**config.mk**
```make
export PLATFORM = sky130hd
export DESIGN_NAME = tr_buffer_loader
export DESIGN_NICKNAME = d
export VERILOG_FILES = /design/src/rtl/tr_buffer_loader.sv
export SDC_FILE = /design/constraint.sdc
export NUM_CORES = 1
export LEC_CHECK = 0
export ABC_AREA = 1
export CORE_MARGIN = 5
export CORE_UTILIZATION = 30
export DETAILED_ROUTE_END_ITERATION = 16
export GPL_TIMING_DRIVEN = 0
export PLACE_DENSITY_LB_ADDON = 0.12
export SLEW_MARGIN = 40
export SYNTH_ARGS = -nofsm -noshare
export SYNTH_HDL_FRONTEND = slang
export SYNTH_SLANG_ARGS = --single-unit
```
**constraint.sdc**
```tcl
create_clock -name CLK -period 2.2 [get_ports CLK]
set_clock_uncertainty 0.2 [all_clocks]
set_input_delay 0.22 -clock CLK [delete_from_list [all_inputs] [get_ports CLK]]
set_output_delay 0.22 -clock CLK [all_outputs]
set_load 0.05 [all_outputs]
```
**src/rtl/tr_buffer_loader.sv**
```systemverilog
// tr_buffer_loader: assembles a serial 14-bit syllable (4-bit opcode, 9-bit address, odd parity) and hands the address to the transfer register
//   CLK, RSTN        clock, async active-low reset
//   RDV, MSEL        read request (taken only in IDLE) and module select latched with it (0 = A, 1 = B)
//   SDA, SDB, BSTB   serial sense data of modules A/B, one bit taken per BSTB cycle, bit 1 first
//   TRACK            transfer register has taken the field; releases HOLD
//   BRA, BRB         buffer registers, bit 0 = address bit A1
//   MAOV, MBOV, TBR  module field valid flags and one-cycle load strobe
//   OP, PERR, BUSY   opcode of last good syllable, sticky parity error, not-idle flag
module tr_buffer_loader #(
  parameter int SYL_BITS  = 14,
  parameter int ADDR_BITS = 9
) (
  input  logic                 CLK,
  input  logic                 RSTN,
  input  logic                 RDV,
  input  logic                 MSEL,
  input  logic                 SDA,
  input  logic                 SDB,
  input  logic                 BSTB,
  input  logic                 TRACK,
  output logic [ADDR_BITS-1:0] BRA,
  output logic [ADDR_BITS-1:0] BRB,
  output logic                 MAOV,
  output logic                 MBOV,
  output logic                 TBR,
  output logic [3:0]           OP,
  output logic                 PERR,
  output logic                 BUSY
);
  typedef enum logic [2:0] {IDLE, SHIFT, CHECK, XFER, HOLD} state_t;
  state_t state, state_d;
  logic [SYL_BITS-1:0] sr;
  logic [3:0] cnt;
  logic msel;
  logic last_bit;
  logic good;
  assign last_bit = BSTB && cnt == 4'(SYL_BITS - 1);
  assign good     = ^sr;
  always_comb begin
    state_d = state;
    case (state)
      IDLE:    state_d = RDV ? SHIFT : IDLE;
      SHIFT:   state_d = last_bit ? CHECK : SHIFT;
      CHECK:   state_d = good ? XFER : IDLE;
      XFER:    state_d = HOLD;
      HOLD:    state_d = TRACK ? IDLE : HOLD;
      default: state_d = IDLE;
    endcase
  end
  always_ff @(posedge CLK or negedge RSTN)
    if (!RSTN) state <= IDLE;
    else       state <= state_d;
  // sr[k] holds syllable bit k+1: [3:0] opcode, [12:4] address, [13] parity
  always_ff @(posedge CLK or negedge RSTN) begin
    if (!RSTN) begin
      sr   <= '0;
      cnt  <= '0;
      msel <= 1'b0;
      BRA  <= '0;
      BRB  <= '0;
      OP   <= '0;
      PERR <= 1'b0;
    end else begin
      if (state == IDLE && RDV) begin
        msel <= MSEL;
        sr   <= '0;
        cnt  <= '0;
        PERR <= 1'b0;
      end
      if (state == SHIFT && BSTB) begin
        sr[cnt] <= msel ? SDB : SDA;
        cnt     <= cnt + 4'd1;
      end
      if (state == CHECK) begin
        if (good) begin
          OP <= sr[3:0];
          if (msel) BRB <= sr[4 +: ADDR_BITS];
          else      BRA <= sr[4 +: ADDR_BITS];
        end else begin
          PERR <= 1'b1;
        end
      end
    end
  end
  // valid flags are decoded from state so they drop on the same edge TRACK leaves HOLD
  assign TBR  = state == XFER;
  assign MAOV = (state == XFER || state == HOLD) && !msel;
  assign MBOV = (state == XFER || state == HOLD) && msel;
  assign BUSY = state != IDLE;
endmodule

```
==> summary.md, run 1 <==
| Metric | Value |
|---|---|
| # port buffers | `34` |
| Core ar. | `0.007331 sq mm` |
| Minimum clock period | `2.014 ns` |
| Period utilization | `91.56%` |
| DR DRC count | `0` |
| Maxcap violations | `0` |
| Element type at the critical path start | `flop` |
| Drt pass-1 iters | `4` |
| Vias after detailed routing | `1955` |
| Nets@finish | `350` |
| Mapped Cells | `295` |
| Maximum clock insertion buffer count | `2` |
| Final Max Tran Viols | `0` |
| Yosys top cell by area | `dfrtp_1` |
| Initial drt markers | `57` |
| # diodes | `0` |
| Top-area cell type share of the netlist area | `49.53%` |
| CP Cell Sequence | `nor3_2 -> nand2_1 -> nor2_1 -> nand2_1 -> nand3_1 -> o21ai_0` |
| Die area | `0.009419 sq mm` |
| Final wirelength | `5502 um` |
| Status | `finished, final reports clean` |
| Worst vdd ir | `0.4360 mV` |
| I/O pins | `35` |
| Overall Power | `3.203 mW` |
| Pwr/cell area | `1107 mW/mm^2` |
| Gr ovfl total | `0` |
| Slowest Stage Delay on Critical Path | `0.47 ns` |
| Clk root buf | `clkbuf_8` |
| Layout cells sized above 1 | `8.850%` |
| Slowest stage cell, crit path | `dfrtp_1` |
| Reg area | `0.001126 sq mm` |
| Multi-input logic area | `0.001003 sq mm` |
| First-pass GRT wire length | `9411 um` |
| Final Hold Violating Endpoints | `0` |
| H-tree Lvls | `2` |
| Post-CTS Setup Repair Bufs | `0` |
| Inserted Clock Buffers | `5` |
| Slew margin rel. | `61.13%` |
| Clk sinks | `45` |
| Hold Path Class | `in -> async` |
| Dpl cells | `429` |
| Place WS | `0.09679 ns` |
| RSZ-0062 raised after global routing | `no` |
| Crit end category | `flop` |
| Clock transition at path regs | `0.09 ns` |
| Initial antenna violation count | `0` |
| Worst skew pair latency | `0.30 ns` |
| Crit-path max FO | `7` |
| Most frequent CP cell | `nand2_1` |
| Most frequent cells in the layout | `114 x nand2_1, 45 x dfrtp_1, 40 x nand3_1` |
| Crit. path cell count | `6` |
| DP Area | `0.002771 sq mm` |
| Antenna-violating nets left | `0` |
| Number of buffers and inverters on the critical path | `0` |
| Routability cong. | `0.7924` |
| Fin cells | `438` |
| Fmax | `496.4 MHz` |
| Seq/Total Area, Yosys | `49.53%` |
| Setup-failing EPs final | `0` |
| Synth cell types | `23` |
| Number of global-route vias before repair | `1927` |
| Area growth syn-to-layout | `27.24%` |
| Die Ht | `97.05 um` |
| Reg2Reg Depth | `6` |
| WP data required | `2.17 ns` |
| CTS tree | `done` |
| Synth area leaders | `dfrtp_1 50%, nand2_1 19%, nand3_1 8.8%` |
| Worst Tran Pin Value | `0.5830 ns` |
| WL/cell | `12.56 um` |
| Vias per std cell | `4.463` |
| Lkg Pwr | `1.475 nW` |
| Crit path DAT | `1.99 ns` |
| Syn_area_per_cell | `7.707 sq um` |
| Most common cell after layout, fill and taps aside | `nand2_1` |
| Synth Cell Area | `0.002273 sq mm` |
| Fillers | `780` |
| Die span in x | `97.05 um` |
| Largest net degree at the start of global routing | `25` |
| Setup TNS | `0 ns` |
| Post-route design area | `0.002893 sq mm` |
| Initial Util | `31.01%` |
| Synthesis Warnings | `0` |
| Row cnt | `31` |
| Critical path class | `reg -> reg` |
| Hpwl dp | `4119 um` |
| Synthesis-stage register bit count | `45` |
| GRT Total Usage | `12.25%` |
| Syn nets | `307` |
| Worst setup margin | `0.1856 ns` |
| Critical path's top delay family | `simple AND/OR/NAND/NOR gates` |
report_power, final:
group / internal (mW) / switching, mW
combinational: 0.434 / 0.912
clock: 0.370 / 0.297
sequential: 0.982 / 0.209
Yosys cell counts:
master / count
nand2_1: 114
dfrtp_1: 45
nand3_1: 40
inv_1: 30
o21ai_0: 16
nor2_1: 14
o21ai_1: 5
a21oi_1: 4
ha_1: 4
clkbuf_1: 3
nand2_2: 3
buf_2: 2
buf_6: 2
nand4_2: 2
nor3_1: 2
nor3_2: 2
inv_2: 1
mux2i_1: 1
nand2_4: 1
nand3_2: 1
nand4_1: 1
nor2_4: 1
xnor2_1: 1
final timing paths:
kind	from	end	slack, ns
setup reg to reg	state[2]$_DFF_PN0_	sr[4]$_DFF_PN0_	0.19
min in group CLK	TRACK	state[2]$_DFF_PN0_	0.27
hold reg to reg	BRB[7]$_DFFE_PN0P_	BRB[7]$_DFFE_PN0P_	0.28
setup / recovery	state[2]$_DFF_PN0_	sr[4]$_DFF_PN0_	0.19
max in group asynchronous	RSTN	cnt[2]$_DFFE_PN0P_	1.23
hold / removal	RSTN	msel$_DFFE_PN0P_	0.15
kinds of logic after synthesis:
kind of cell | Yosys count | synth area share, %
adders and majority gates | 4 | 2.202
DFF | 45 | 49.53
AOI/OAI and AO/OA | 25 | 5.504
buffers and inverters | 38 | 7.044
xor gates and xnor gates | 1 | 0.3853
muxes | 1 | 0.4403
and+or+nand+nor | 181 | 34.89
timing repair:
| action | in CTS | in global routing |
|---|---|---|
| setup endpoints to repair | 3 | 3 |
| gates resized for setup | 3 | 5 |
| hold buffers | 1 | 0 |
| cloned | 0 | 0 |
| endpoints found under the hold margin | 45 | 0 |
routing by layer:
metal  up-vias  GRT usage, %  routed length [um]
met5         -             0                   0
met4         0         2.592                  44
met3         4         3.518                 217
met2        31         20.22                2606
met1       897         15.97                2634
li1       1023             -                   -
through the flow:
step	hold slack [ns]	util, %
global placement	0.2633	37.57
global route	0.1724	39.46
detailed placement	-0.06477	37.81
floorplan	-0.2756	-
CTS	0.1478	39.53
finish	0.1468	39.46
cell type report:
type / instances / share of cell area [%]
Inverter: 31 / 4.023
Buffer: 7 / 1.514
Clock buffer: 6 / 2.855
Timing Repair Buffer: 36 / 12.41
Multi-Input combinational cell: 212 / 34.69
Clock inverter: 2 / 1.298
Tap cell: 99 / 4.282
Sequential cell: 45 / 38.93
sequential cells by signal (all words and copies together) (netlist names):
register,flops
BRA,9
BRB,9
OP,4
PERR,1
cnt,4
msel,1
sr,14
state,3
Note: power is estimated with default switching activity, not from simulation.
==> inputs of run 2 (changes only) <==
Settings changed: MAX_ROUTING_LAYER set to met4, SLEW_MARGIN 40 to 5.
==> run 2 against run 1 <==
  * Sequential share of layout area barely moved
  * First-iteration DRC count rose by 11%
  * Register-to-register slack barely moved
  * Highest routed layer unchanged
==> summary.md, run 2 (synthesis gave the netlist of run 1 again) <==
| Metric | Value |
|---|---|
| Status | `finished, final reports clean (unchanged)` |
| Initial antenna violation count | `0 (unchanged)` |
| Initial drt markers | `63 (was 57)` |
| WP data required | `2.16 ns (was 2.17 ns)` |
| Setup-failing EPs final | `0 (unchanged)` |
| Clk root buf | `clkbuf_8 (unchanged)` |
| Slowest stage cell, crit path | `dfrtp_1 (unchanged)` |
| WL/cell | `12.68 um (was 12.56 um)` |
| RSZ-0062 raised after global routing | `no (unchanged)` |
| Post-route design area | `0.002890 sq mm (was 0.002893 sq mm)` |
| GRT Total Usage | `12.48% (was 12.25%)` |
| Critical path class | `reg -> reg (unchanged)` |
| Area growth syn-to-layout | `27.13% (was 27.24%)` |
| Pwr/cell area | `1107 mW/mm^2 (about the same)` |
| Hpwl dp | `4116 um (was 4119 um)` |
| Number of global-route vias before repair | `1918 (was 1927)` |
| Most common cell after layout, fill and taps aside | `nand2_1 (unchanged)` |
| Vias after detailed routing | `1999 (was 1955)` |
| Dpl cells | `429 (unchanged)` |
| Maxcap violations | `0 (unchanged)` |
| Clock transition at path regs | `0.10 ns (was 0.09 ns)` |
| Lkg Pwr | `1.475 nW (about the same)` |
| Most frequent CP cell | `nand2_1 (unchanged)` |
| Hold WS | `0.2195 ns (was 0.1468 ns)` |
| Fmax | `494.6 MHz (was 496.4 MHz)` |
| CP Cell Sequence | `nor3_2 -> nand2_1 -> nor2_1 -> nand2_1 -> nand3_1 -> o21ai_0 (unchanged)` |
| Most frequent cells in the layout | `114 x nand2_1, 45 x dfrtp_1, 40 x nand3_1 (unchanged)` |
| Antenna-violating nets left | `0 (unchanged)` |
| Clk sinks | `45 (unchanged)` |
| Largest net degree at the start of global routing | `25 (unchanged)` |
| Maximum clock insertion buffer count | `2 (unchanged)` |
| Core ar. | `0.007331 sq mm (unchanged)` |
| # port buffers | `34 (unchanged)` |
| Crit end category | `flop (unchanged)` |
| Slowest Stage Delay on Critical Path | `0.47 ns (about the same)` |
| Initial Util | `31.01% (unchanged)` |
| Nets@finish | `350 (unchanged)` |
| Die area | `0.009419 sq mm (unchanged)` |
| Gr ovfl total | `0 (unchanged)` |
| Minimum clock period | `2.022 ns (was 2.014 ns)` |
| DP Area | `0.002769 sq mm (was 0.002771 sq mm)` |
| Drt pass-1 iters | `4 (unchanged)` |
| Slew margin rel. | `61.31% (was 61.13%)` |
| Hold Path Class | `in -> async (unchanged)` |
| Final Max Tran Viols | `0 (unchanged)` |
| Period utilization | `91.90% (was 91.56%)` |
| Crit-path max FO | `7 (unchanged)` |
| CTS tree | `done (unchanged)` |
| Fin cells | `438 (unchanged)` |
| Worst skew pair latency | `0.30 ns (about the same)` |
| Layout cells sized above 1 | `8.850% (unchanged)` |
| Row cnt | `31 (unchanged)` |
| # diodes | `0 (unchanged)` |
| Top reg by flops | `sr (unchanged)` |
| H-tree Lvls | `2 (unchanged)` |
| Element type at the critical path start | `flop (unchanged)` |
| Routability cong. | `0.8036 (was 0.7924)` |
| Inserted Clock Buffers | `5 (unchanged)` |
| Die span in x | `97.05 um (unchanged)` |
| Final Hold Violating Endpoints | `0 (unchanged)` |
| Crit path DAT | `1.98 ns (was 1.99 ns)` |
| Worst Tran Pin Value | `0.5803 ns (was 0.5830 ns)` |
| First-pass GRT wire length | `9356 um (was 9411 um)` |
| I/O pins | `35 (unchanged)` |
| DR DRC count | `0 (unchanged)` |
| Worst vdd ir | `0.4607 mV (was 0.4360 mV)` |
| Vias per std cell | `4.564 (was 4.463)` |
| Final wirelength | `5553 um (was 5502 um)` |
| Number of flip-flops in the largest register | `14 (unchanged)` |
| Die Ht | `97.05 um (unchanged)` |
| Largest regs | `sr x14, BRA x9, BRB x9 (unchanged)` |
run 2: routing by layer:
layer / vias up / GRT usage [%] / share of wire [%]
li1: 1018 / - / -
met1: 934 / 15.41 / 47
met2: 45 / 20.38 / 48
met3: 2 / 3.015 / 4.8
met4: 0 / 3.564 / 0.63
met5: - / - / 0
run 2: layout make-up:
class / count / area [sq um]
clock buffers: 6 / 82.58
plain buffers: 7 / 43.79
multi-input cells: 212 / 1003
fillers: 784 / 4441
clock inverters: 2 / 37.54
repair buffers: 36 / 356.6
flip-flops and latches: 45 / 1126
inverters: 31 / 116.4
well taps: 99 / 123.9
run 2: report_power, final:
part,switching [mW],total [mW],internal (mW)
Clock,0.290,0.660,0.370
Combinational,0.914,1.35,0.434
Sequential,0.211,1.19,0.982
run 2: path summary, 6_finish.rpt:
| kind | from | to | slack [ns] | cells past startpoint |
|---|---|---|---|---|
| max | state[2]$_DFF_PN0_ | sr[4]$_DFF_PN0_ | 0.18 | 6 |
| max reg2reg | state[2]$_DFF_PN0_ | sr[4]$_DFF_PN0_ | 0.18 | 6 |
| max in group asynchronous | RSTN | cnt[0]$_DFFE_PN0P_ | 1.06 | 3 |
| min reg2reg | BRA[7]$_DFFE_PN0P_ | BRA[7]$_DFFE_PN0P_ | 0.28 | 2 |
| min | RSTN | BRA[5]$_DFFE_PN0P_ | 0.22 | 2 |
| min in group CLK | TRACK | state[2]$_DFF_PN0_ | 0.27 | 2 |
run 2: timing repair:
item	CTS	global route
endpoints found under the setup margin	3	3
setup buffers	0	0
endpoints found under the hold margin	21	0
hold buffers	1	0
gates resized for setup	3	5
run 2: stage by stage:
| stage | util (%) | total power, mW | setup TNS, ns | setup WS [ns] |
|---|---|---|---|---|
| floorplan | - | 2.224 | 0 | 0.1933 |
| global placement | 37.57 | 2.537 | -31.21 | -0.6975 |
| global route | 39.43 | 3.499 | 0 | 0.01710 |
| detailed placement | 37.77 | 2.572 | 0 | 0.09484 |
| CTS | 39.49 | 3.254 | 0 | 0.01570 |
| finish | 39.43 | 3.201 | 0 | 0.1783 |
run 2: critical path, delay by kind of cell, from the launching register on:
kind             cells  cell delay (ns)
AND/OR/NAND/NOR      5             1.14
flip-flops           1             0.47
AO/OA/AOI/OAI        1             0.08
==> inputs of run 3 (changes only) <==
Settings changed: CORE_UTILIZATION 30 to 50.
Clock period 2.2 ns to 2.33 ns, I/O delays scaled along.
==> run 3 against run 2 <==
  * Clock power is 30% lower
  * Global-route usage is 6.6 points higher
  * Combinational power is 7% lower
  * Die area is 36% lower
  * Via count stayed put
  * Sequential share of layout area is 1.4 points higher
  * Count of clock-buffer cells in the layout stayed put
  * Worst setup slack worse by 0.059 ns
==> summary.md, run 3 (synthesis gave the netlist of run 1 again) <==
| Metric | Value |
|---|---|
| Fin cells | `391 (was 438)` |
| Maxcap violations | `0 (unchanged)` |
| Status | `finished, final reports clean (unchanged)` |
| Pwr/cell area | `1017 mW/mm^2 (was 1107 mW/mm^2)` |
| I/O pins | `35 (unchanged)` |
| DP Area | `0.002699 sq mm (was 0.002769 sq mm)` |
| Vias per std cell | `5.113 (was 4.564)` |
| Maximum clock insertion buffer count | `2 (unchanged)` |
| Largest regs | `sr x14, BRA x9, BRB x9 (unchanged)` |
| Reg2reg setup slack | `0.33 ns (was 0.18 ns)` |
| Worst Tran Pin Value | `0.4902 ns (was 0.5803 ns)` |
| Crit end category | `output port (was flop)` |
| Initial Util | `51.86% (was 31.01%)` |
| Hold Path Class | `in -> async (unchanged)` |
| Hpwl dp | `3812 um (was 4116 um)` |
| Slew margin rel. | `66.38% (was 61.31%)` |
| Period utilization | `94.88%` |
| Routability cong. | `0.8023 (was 0.8036)` |
| Final Max Tran Viols | `0 (unchanged)` |
| GRT Total Usage | `19.05% (was 12.48%)` |
| Crit path DAT | `1.78 ns (was 1.98 ns)` |
| Number of flip-flops in the largest register | `14 (unchanged)` |
| Final wirelength | `5047 um (was 5553 um)` |
| Die area | `0.005995 sq mm (was 0.009419 sq mm)` |
| Reg2reg end | `sr[8]$_DFF_PN0_ (was sr[4]$_DFF_PN0_)` |
| Nets@finish | `350 (unchanged)` |
| Clock transition at path regs | `0.08 ns (was 0.10 ns)` |
| Multi-input logic area | `992.2 sq um (was 0.001003 sq mm)` |
| Drt pass-1 iters | `4 (unchanged)` |
| Reg area | `0.001126 sq mm (unchanged)` |
| # diodes | `0 (unchanged)` |
| Dpl cells | `382 (was 429)` |
| DR DRC count | `0 (unchanged)` |
| Register share of total power | `39.7% (was 37.3%)` |
| RR Startpoint | `state[2]$_DFF_PN0_ (unchanged)` |
| Switching share of power | `45.62% (was 44.23%)` |
| Clock share of power | `16.4% (was 20.6%)` |
| Final Hold Violating Endpoints | `0 (unchanged)` |
| RSZ-0062 raised after global routing | `no (unchanged)` |
| Most frequent cells in the layout | `114 x nand2_1, 45 x dfrtp_1, 40 x nand3_1 (unchanged)` |
| Switching power | `1.296 mW (was 1.416 mW)` |
| Fmax | `452.3 MHz` |
| Reg2Reg Depth | `6 (unchanged)` |
| Number of global-route vias before repair | `1966 (was 1918)` |
| # port buffers | `34 (unchanged)` |
| Area growth syn-to-layout | `22.84% (was 27.13%)` |
| Internal cell power | `1.545 mW (was 1.785 mW)` |
| H-tree Lvls | `2 (unchanged)` |
| Gr ovfl total | `0 (unchanged)` |
| Minimum clock period | `2.211 ns` |
| Setup-failing EPs final | `0 (unchanged)` |
| Post-CTS Setup Repair Bufs | `0 (unchanged)` |
| First-pass GRT wire length | `9052 um (was 9356 um)` |
| Die Ht | `77.43 um (was 97.05 um)` |
| Lkg Pwr | `1.478 nW (was 1.475 nW)` |
| Clk root buf | `clkbuf_8 (unchanged)` |
| Initial drt markers | `134 (was 63)` |
| Fillers | `410 (was 784)` |
| Initial antenna violation count | `0 (unchanged)` |
| WP data required | `1.90 ns (was 2.16 ns)` |
| Most common cell after layout, fill and taps aside | `nand2_1 (unchanged)` |
| Element type at the critical path start | `flop (unchanged)` |
| CTS tree | `done (unchanged)` |
| Clk sinks | `45 (unchanged)` |
| Critical path class | `reg -> out (was reg -> reg)` |
| Vias after detailed routing | `1999 (unchanged)` |
| Inserted Clock Buffers | `5 (unchanged)` |
| Die span in x | `77.43 um (was 97.05 um)` |
| Antenna-violating nets left | `0 (unchanged)` |
| Post-route design area | `0.002793 sq mm (was 0.002890 sq mm)` |
| Worst vdd ir | `0.4725 mV (was 0.4607 mV)` |
| Largest net degree at the start of global routing | `31 (was 25)` |
| Worst skew pair latency | `0.30 ns (about the same)` |
| Logic pwr share | `43.9% (was 42.1%)` |
| Core ar. | `0.004384 sq mm (was 0.007331 sq mm)` |
| Layout cells sized above 1 | `7.375% (was 8.850%)` |
| Crit-path max FO | `5 (was 7)` |
| Row cnt | `24 (was 31)` |
| Top reg by flops | `sr (unchanged)` |
| WL/cell | `12.91 um (was 12.68 um)` |
[run 3: cell count changes in the layout (fill, tap and decap cells not counted), sizes merged]
cell,before,now
clkdlybuf4s50,29,30
clkinvlp,1,0
clkbuf,11,9
clkdlybuf4s15,0,1
bufinv,1,0
clkinv,0,2
[run 3: repair_timing]
item | CTS | global route
hold endpoints to repair | 45 | 0
hold buffers | 1 | 0
endpoints found under the setup margin | 2 | 2
cloned | 0 | 0
gates resized for setup | 2 | 2
[run 3: critical path: stages, from the launching register on]
cell and delay (ns):
dfrtp_1 0.46, nor3_2 0.26, a21oi_1 0.12, nor2_1 0.12, dlygate4sd2_1 0.53
[run 3: power by group through the flow]
stage	Clock, mW	Combinational (mW)	Sequential, mW
after floorplan	0	0.982	1.11
after CTS	0.471	1.26	1.13
after global placement	0	1.22	1.13
after detailed placement	0	1.25	1.14
final	0.465	1.25	1.13
after global routing	0.507	1.44	1.16
[run 3: area by class of cell]
type                    count  share of cell area [%]
multi-input cells         212                   35.53
inverters                  31                   4.167
clock buffers               6                   2.599
repair buffers             36                   13.13
clock inverters             2                  0.3584
flip-flops and latches     45                   40.32
plain buffers               7                   1.568
well taps                  52                   2.330
[run 3: how the worst max path moves through the flow]
stage	startpoint	endpoint	slack, ns	depth (start not counted)
CTS	state[2]$_DFF_PN0_	TBR	0.03	2
global route	state[2]$_DFF_PN0_	MAOV	0.002	4
finish	state[2]$_DFF_PN0_	MBOV	0.12	4
detailed placement	state[2]$_DFF_PN0_	MBOV	0.16	4
floorplan	state[2]$_DFF_PN0_	MAOV	-0.11	3
global placement	RSTN	BRA[2]$_DFFE_PN0P_	-0.39	1
[run 3: stage by stage]
step | TNS (ns) | hold slack, ns | utilization (%) | power (mW) | setup WS (ns)
2_1_floorplan | -0.2226 | -0.2626 | - | 2.094 | -0.1113
3_3_place_gp | -17.33 | 0.2624 | 61.22 | 2.351 | -0.3879
3_5_place_dp | 0 | -0.02947 | 61.56 | 2.389 | 0.1585
4_1_cts | 0 | 0.1898 | 63.61 | 2.853 | 0.03365
5_1_grt | 0 | 0.2156 | 63.70 | 3.107 | 0.002145
6_report | 0 | 0.1761 | 63.70 | 2.841 | 0.1192
[run 3: routing by layer]
metal | wire length (um) | up-vias | track usage [%]
met5 | 0 | - | -
met4 | 80 | 0 | 4.124
met3 | 221 | 8 | 4.167
met2 | 2359 | 40 | 30.13
met1 | 2386 | 933 | 25.32
li1 | - | 1018 | -
==> edit 1, RTL diff (config.mk and constraints of run 2) <==
Set the parameter `ADDR_BITS` to 8 (it was 9).
--- a/src/rtl/tr_buffer_loader.sv
+++ b/src/rtl/tr_buffer_loader.sv
@@ -10,3 +10,3 @@
   parameter int SYL_BITS  = 14,
-  parameter int ADDR_BITS = 9
+  parameter int ADDR_BITS = 8
 ) (
Interface: changed (resized BRA and BRB); port bits go from 35 to 33. No check against the original RTL was run, so the function may have changed too.
==> edit 1 against run 2 <==
Worst hold slack got worse by 0.031 ns. Cell area is 3.4% lower. Setup slack gained 0.040 ns. Combinational power increased by 4%. Count of clock-buffer cells in the layout is the same. Maximum frequency increased by 2.0%. Core utilization is 0.51 points lower. Die area decreased by 3.6%. Synthesized area shrank 4.0%. Sequential cell count is 2 lower. First-iteration DRC count shrank 3.2%. Global-route usage increased by 0.87 points. Critical path type is now reg2out. Highest routed layer unchanged. Wire length down 4.3%. Total power grew 0.94%.
==> edit 1: results (changes against run 2) <==
Status
  – Status: finished clean (unchanged)

Layout
  – Fin nets: 339 (was 350)
  – Share of cells above drive strength 1: 9.45% (was 8.85%)
  – Largest regs: sr x14, BRA x8, BRB x8 (was sr x14, BRA x9, BRB x9)
  – Filler cell count: 766 (was 784)

Route
  – Initial DRC Count: 61 (was 63)
  – First-pass DRT Iterations: 6 (was 4)
  – Wire per inst: 12.4 um (was 12.7 um)
  – Via density per instance: 4.43 (was 4.56)

Placement
  – Port bufs: 32 (was 34)
  – DP Wirelength: 3890 um (was 4120 um)
  – GP Congestion: 0.747 (was 0.804)

Synth
  – Synth top cells by count: nand2_1, dfrtp_1, nand3_1 (unchanged)
  – Dominant synthesized flop cell: dfrtp_1 (unchanged)
  – Synth cell types: 22 (was 23)
  – Area contributors post-synth: dfrtp_1, nand2_1, nand3_1 (unchanged)
  – Syn_nets: 298 (was 307)
  – Register area share after synthesis: 49.3% (was 49.5%)
  – FFs w/ async S/R, synth: 100% (unchanged)

Setup path
  – CP arrival: 1.56 ns (was 1.98 ns)
  – CP max FO: 5 (was 7)
  – CP peak stage delay: 0.55 ns (was 0.47 ns)
  – Worst R2R Setup Slack: 0.23 ns (was 0.18 ns)
  – Setup crit end: TBR (was sr[4])
  – CP max-delay cell: dlygate4sd2_1 (was dfrtp_1)
  – FF-to-FF path depth: 6 (unchanged)
  – Critical R2R Capture: sr[1] (was sr[4])

GRT
  – First-pass GRT wire length: 8940 um (was 9360 um)
  – Largest net degree at the start of global routing: 28 (was 25)
  – GRT Total Usage: 13.4% (was 12.5%)
  – Vias in the first global route: 1793 (was 1918)

Clocking
  – H-tree depth: 2 (unchanged)
  – Clock-pin slew on the worst setup and hold paths: 0.09 ns

Pwr
  – P_sw: 1460 uW (was 1420 uW)
  – LEAKAGE: 0.00140 uW (was 0.00147 uW)
  – Max VDD drop: 0.000368 V (was 0.000461 V)

STA
  – Worst rel slew slack: 62.3% (was 61.3%)
[edit 1: cell count changes after synthesis, sizes merged]
cell / change
nand3: -4
dfrtp: -2
nand2: -2
o21ai: -2
a21oi: -1
a31oi: +1
buf: -1
nor2: +1
o32ai: +1
[edit 1: cells by family after synthesis]
| logic type | share of synthesized area (%) |
|---|---|
| XOR/XNOR | 0.401 |
| buffers and inverters | 6.99 |
| AND/OR/NAND/NOR | 34.8 |
| multiplexers | 0.458 |
| adder cells (fa/ha/maj) | 2.29 |
| flip-flops | 49.3 |
| AO/OA/AOI/OAI | 5.73 |
[edit 1: worst min-delay path by stage]
stage	end	from	slack, ns
after floorplan	BRA[0]	RSTN	-0.28
after global placement	BRA[6]	BRA[6]	0.26
after detailed placement	BRB[4]	RSTN	-0.01
after CTS	cnt[2]	RSTN	0.20
after global routing	BRB[4]	RSTN	0.21
final	BRB[4]	RSTN	0.19
[edit 1: routing by layer]
metal  global-route usage [%]  wire length [um]
met1                     17.4              2620
met2                     20.5              2440
met3                     3.08               196
met4                     4.33                68
met5                        -                 0
[edit 1: final cells by class]
type	instances	area, sq um	share of cell area [%]
Sequential cell	43	1080	38.5
Multi-Input combinational cell	206	986	35.3
Timing Repair Buffer	34	337	12.1
Tap cell	99	124	4.44
Inverter	31	116	4.17
Clock buffer	6	82.6	2.96
Buffer	6	36.3	1.30
Clock inverter	2	35.0	1.25
[edit 1: critical path: cells and delay by family, from the launching register on]
| kind | cells | cell delay (ns) |
|---|---|---|
| buffers and inverters | 1 | 0.55 |
| flip-flops | 1 | 0.47 |
| AND/OR/NAND/NOR | 1 | 0.24 |
[edit 1: through the flow]
stage	power, uW	instances	cell area [sq um]	worst slack (ns)	hold WS, ns
after CTS	3250	427	2780	0.0106	0.201
after floorplan	2240	286	2200	0.203	-0.276
after detailed placement	2580	418	2660	0.0345	-0.0105
final	3230	427	2790	0.219	0.188
after global routing	3550	427	2790	-0.00342	0.214
after global placement	2550	417	2640	-0.578	0.264
[edit 1: repair_timing]
item / in CTS / in global routing
cloned: 0 / 0
setup endpoints to repair: 3 / 24
hold endpoints to repair: 16 / 0
gates resized for setup: 3 / 9
buffers inserted: 0 / 0
hold buffers: 1 / 0
[edit 1: power by group through the flow]
stage               registers, uW  logic (uW)  clock network [uW]
finish                       1160        1410                 661
global route                 1190        1640                 711
CTS                          1150        1420                 677
detailed placement           1170        1410                   0
global placement             1170        1380                   0
floorplan                    1140        1100                   0
==> edit 2, RTL diff (flow settings as in run 2) <==
Made on the original files. Reset style: synchronous (`RSTN`), changed in 2 clocked blocks. Comments in the files are not updated.
--- a/src/rtl/tr_buffer_loader.sv
+++ b/src/rtl/tr_buffer_loader.sv
@@ -49,3 +49,3 @@
   end
-  always_ff @(posedge CLK or negedge RSTN)
+  always_ff @(posedge CLK)
     if (!RSTN) state <= IDLE;
@@ -53,3 +53,3 @@
   // sr[k] holds syllable bit k+1: [3:0] opcode, [12:4] address, [13] parity
-  always_ff @(posedge CLK or negedge RSTN) begin
+  always_ff @(posedge CLK) begin
     if (!RSTN) begin
Check against the original RTL: differs if RSTN is asserted again (counterexample within 4 cycles, from zero or initial values and one cycle with RSTN low); with RSTN held inactive, the same outputs for 10 cycles.
==> edit 2 against run 2 <==
Sequential cell count stayed put. Maximum frequency fell by 3.6%. Cell area shrank 2.0%. Wire length is 4.3% higher. Highest routed layer unchanged. Synthesized area is 0.83% lower. Setup slack lost 0.076 ns. Core utilization decreased by 0.58 points. Synthesized cell count grew 14%. Via count grew 5.0%. Register-to-register slack improved by 0.07 ns. Sequential share of layout area fell by 7.2 points.
Power is not compared: it rests on default switching activity, and its combinational part moved more than twofold at a synthesized area within 25%.
==> edit 2: results (changes against run 2) <==
Status
  – Status: finished clean (unchanged)

Setup path
  – CP max-delay cell: clkdlybuf4s50_1 (was dfrtp_1)
  – Reg-to-reg startpoint: sr[8] (was state[2])
  – CP max FO: 5 (was 7)
  – Setup crit end: BUSY (was sr[4])
  – FF-to-FF path depth: 12 (was 6)
  – Beginning of the critical path: state[2] (unchanged)
  – Critical R2R Capture: BRA[6] (was sr[4])
  – CP arrival: 1.68 ns (was 1.98 ns)
  – CP peak stage delay: 0.79 ns (was 0.47 ns)
  – Worst R2R Setup Slack: 0.25 ns (was 0.18 ns)

Layout
  – Fin nets: 390 (was 350)
  – Share of cells above drive strength 1: 8.44% (was 8.85%)
  – ANT cells: 0 (unchanged)

Clocking
  – Root Buffer: clkbuf_8 (unchanged)
  – Worst skew pair latency: 0.30 ns (about the same)
  – Total CTS buffers: 5 (unchanged)
  – Clock-pin slew on the worst setup and hold paths: 0.09 ns
  – H-tree depth: 2 (unchanged)
  – Number of buffers inserted by hold repair at cts: 0 (was 1)

Worst hold path
  – Worst Hold Class: reg2reg (was in2async)
  – Hold Crit Depth: 2
  – Worst hold start: OP[2]

GRT
  – GRT Total Usage: 13.0% (was 12.5%)
  – First-pass GRT wire length: 9730 um (was 9360 um)
  – Largest net degree at the start of global routing: 15 (was 25)
  – Vias in the first global route: 2019 (was 1918)

Synth
  – Register area share after synthesis: 40.0% (was 49.5%)
  – FFs w/ async S/R, synth: 0% (was 100%)
  – Synth cell types: 25 (was 23)
  – Synth top cells by count: nand2_1, nor2_1, dfxtp_1 (was nand2_1, dfrtp_1, nand3_1)
  – Syn_nets: 349 (was 307)
  – Area contributors post-synth: dfxtp_1, nand2_1, nor2_1 (was dfrtp_1, nand2_1, nand3_1)
  – Count leader, synth: nand2_1 (unchanged)
  – Warnings from Yosys: 0 (unchanged)

Pwr
  – Max VDD drop: around 0.00027 V
  – LEAKAGE: 0.00129 uW

Route
  – Via density per instance: 4.39 (was 4.56)
  – First-pass DRT Iterations: 4 (unchanged)
  – Initial DRC Count: 81 (was 63)
  – WL final: 5790 um (was 5550 um)

STA
  – Hold_ws: 0.267 ns (was 0.219 ns)
  – Tightest Pin Transition: 0.522 ns (was 0.580 ns)
  – Setup ws final: 0.102 ns (was 0.178 ns)

Placement
  – Post-placement worst setup slack: 0.122 ns (was 0.0948 ns)
  – DP Wirelength: 4280 um (was 4120 um)
  – GP Congestion: 0.769 (was 0.804)
==> edit 2: kinds of logic after synthesis <==
kind of cell | after synthesis | share of synthesized area (%)
AOI/OAI and AO/OA | 45 | 12.3
and+or+nand+nor | 185 | 34.6
adders and majority gates | 4 | 2.22
buffers and inverters | 56 | 10.1
xor gates and xnor gates | 2 | 0.777
DFF | 45 | 40.0
==> edit 2: stage by stage <==
stage          instances  area (sq um)  setup TNS, ns
2_1_floorplan        337          2260         -0.348
5_1_grt              478          2830              0
4_1_cts              478          2840              0
3_3_place_gp         470          2720              0
6_report             478          2830              0
3_5_place_dp         470          2720              0
==> edit 2: power by group <==
part / switching (uW) / leakage (uW) / internal (uW)
clock: 301 / 0.0000574 / 370
sequential: 7.10 / 0.000363 / 820
combinational: 74.4 / 0.000872 / 32.2
==> edit 2: area by class of cell <==
class | instances | area [sq um]
inverters | 47 | 176
fillers | 831 | 4460
clock buffers | 6 | 82.6
clock inverters | 2 | 37.5
multi-input cells | 236 | 1130
plain buffers | 9 | 51.3
well taps | 99 | 124
repair buffers | 34 | 329
flip-flops and latches | 45 | 901
==> edit 2: metal layers <==
metal / vias up / wire [um] / GRT usage, %
met5: - / 0 / -
met4: 0 / 51 / 4.64
met3: 4 / 151 / 2.81
met2: 31 / 2750 / 21.2
met1: 927 / 2840 / 15.7
li1: 1136 / - / -
==> edit 2: critical path, delay by kind of cell (launching register included) <==
kind	cells	cell delay (ns)
buffers and inverters	2	0.87
AND/OR/NAND/NOR	1	0.07
flip-flops	1	0.44
==> edit 2: what timing repair did <==
item,in CTS,in global routing
gates cloned,0,0
setup buffers,0,0
setup endpoints to repair,3,2
resized for setup,3,4
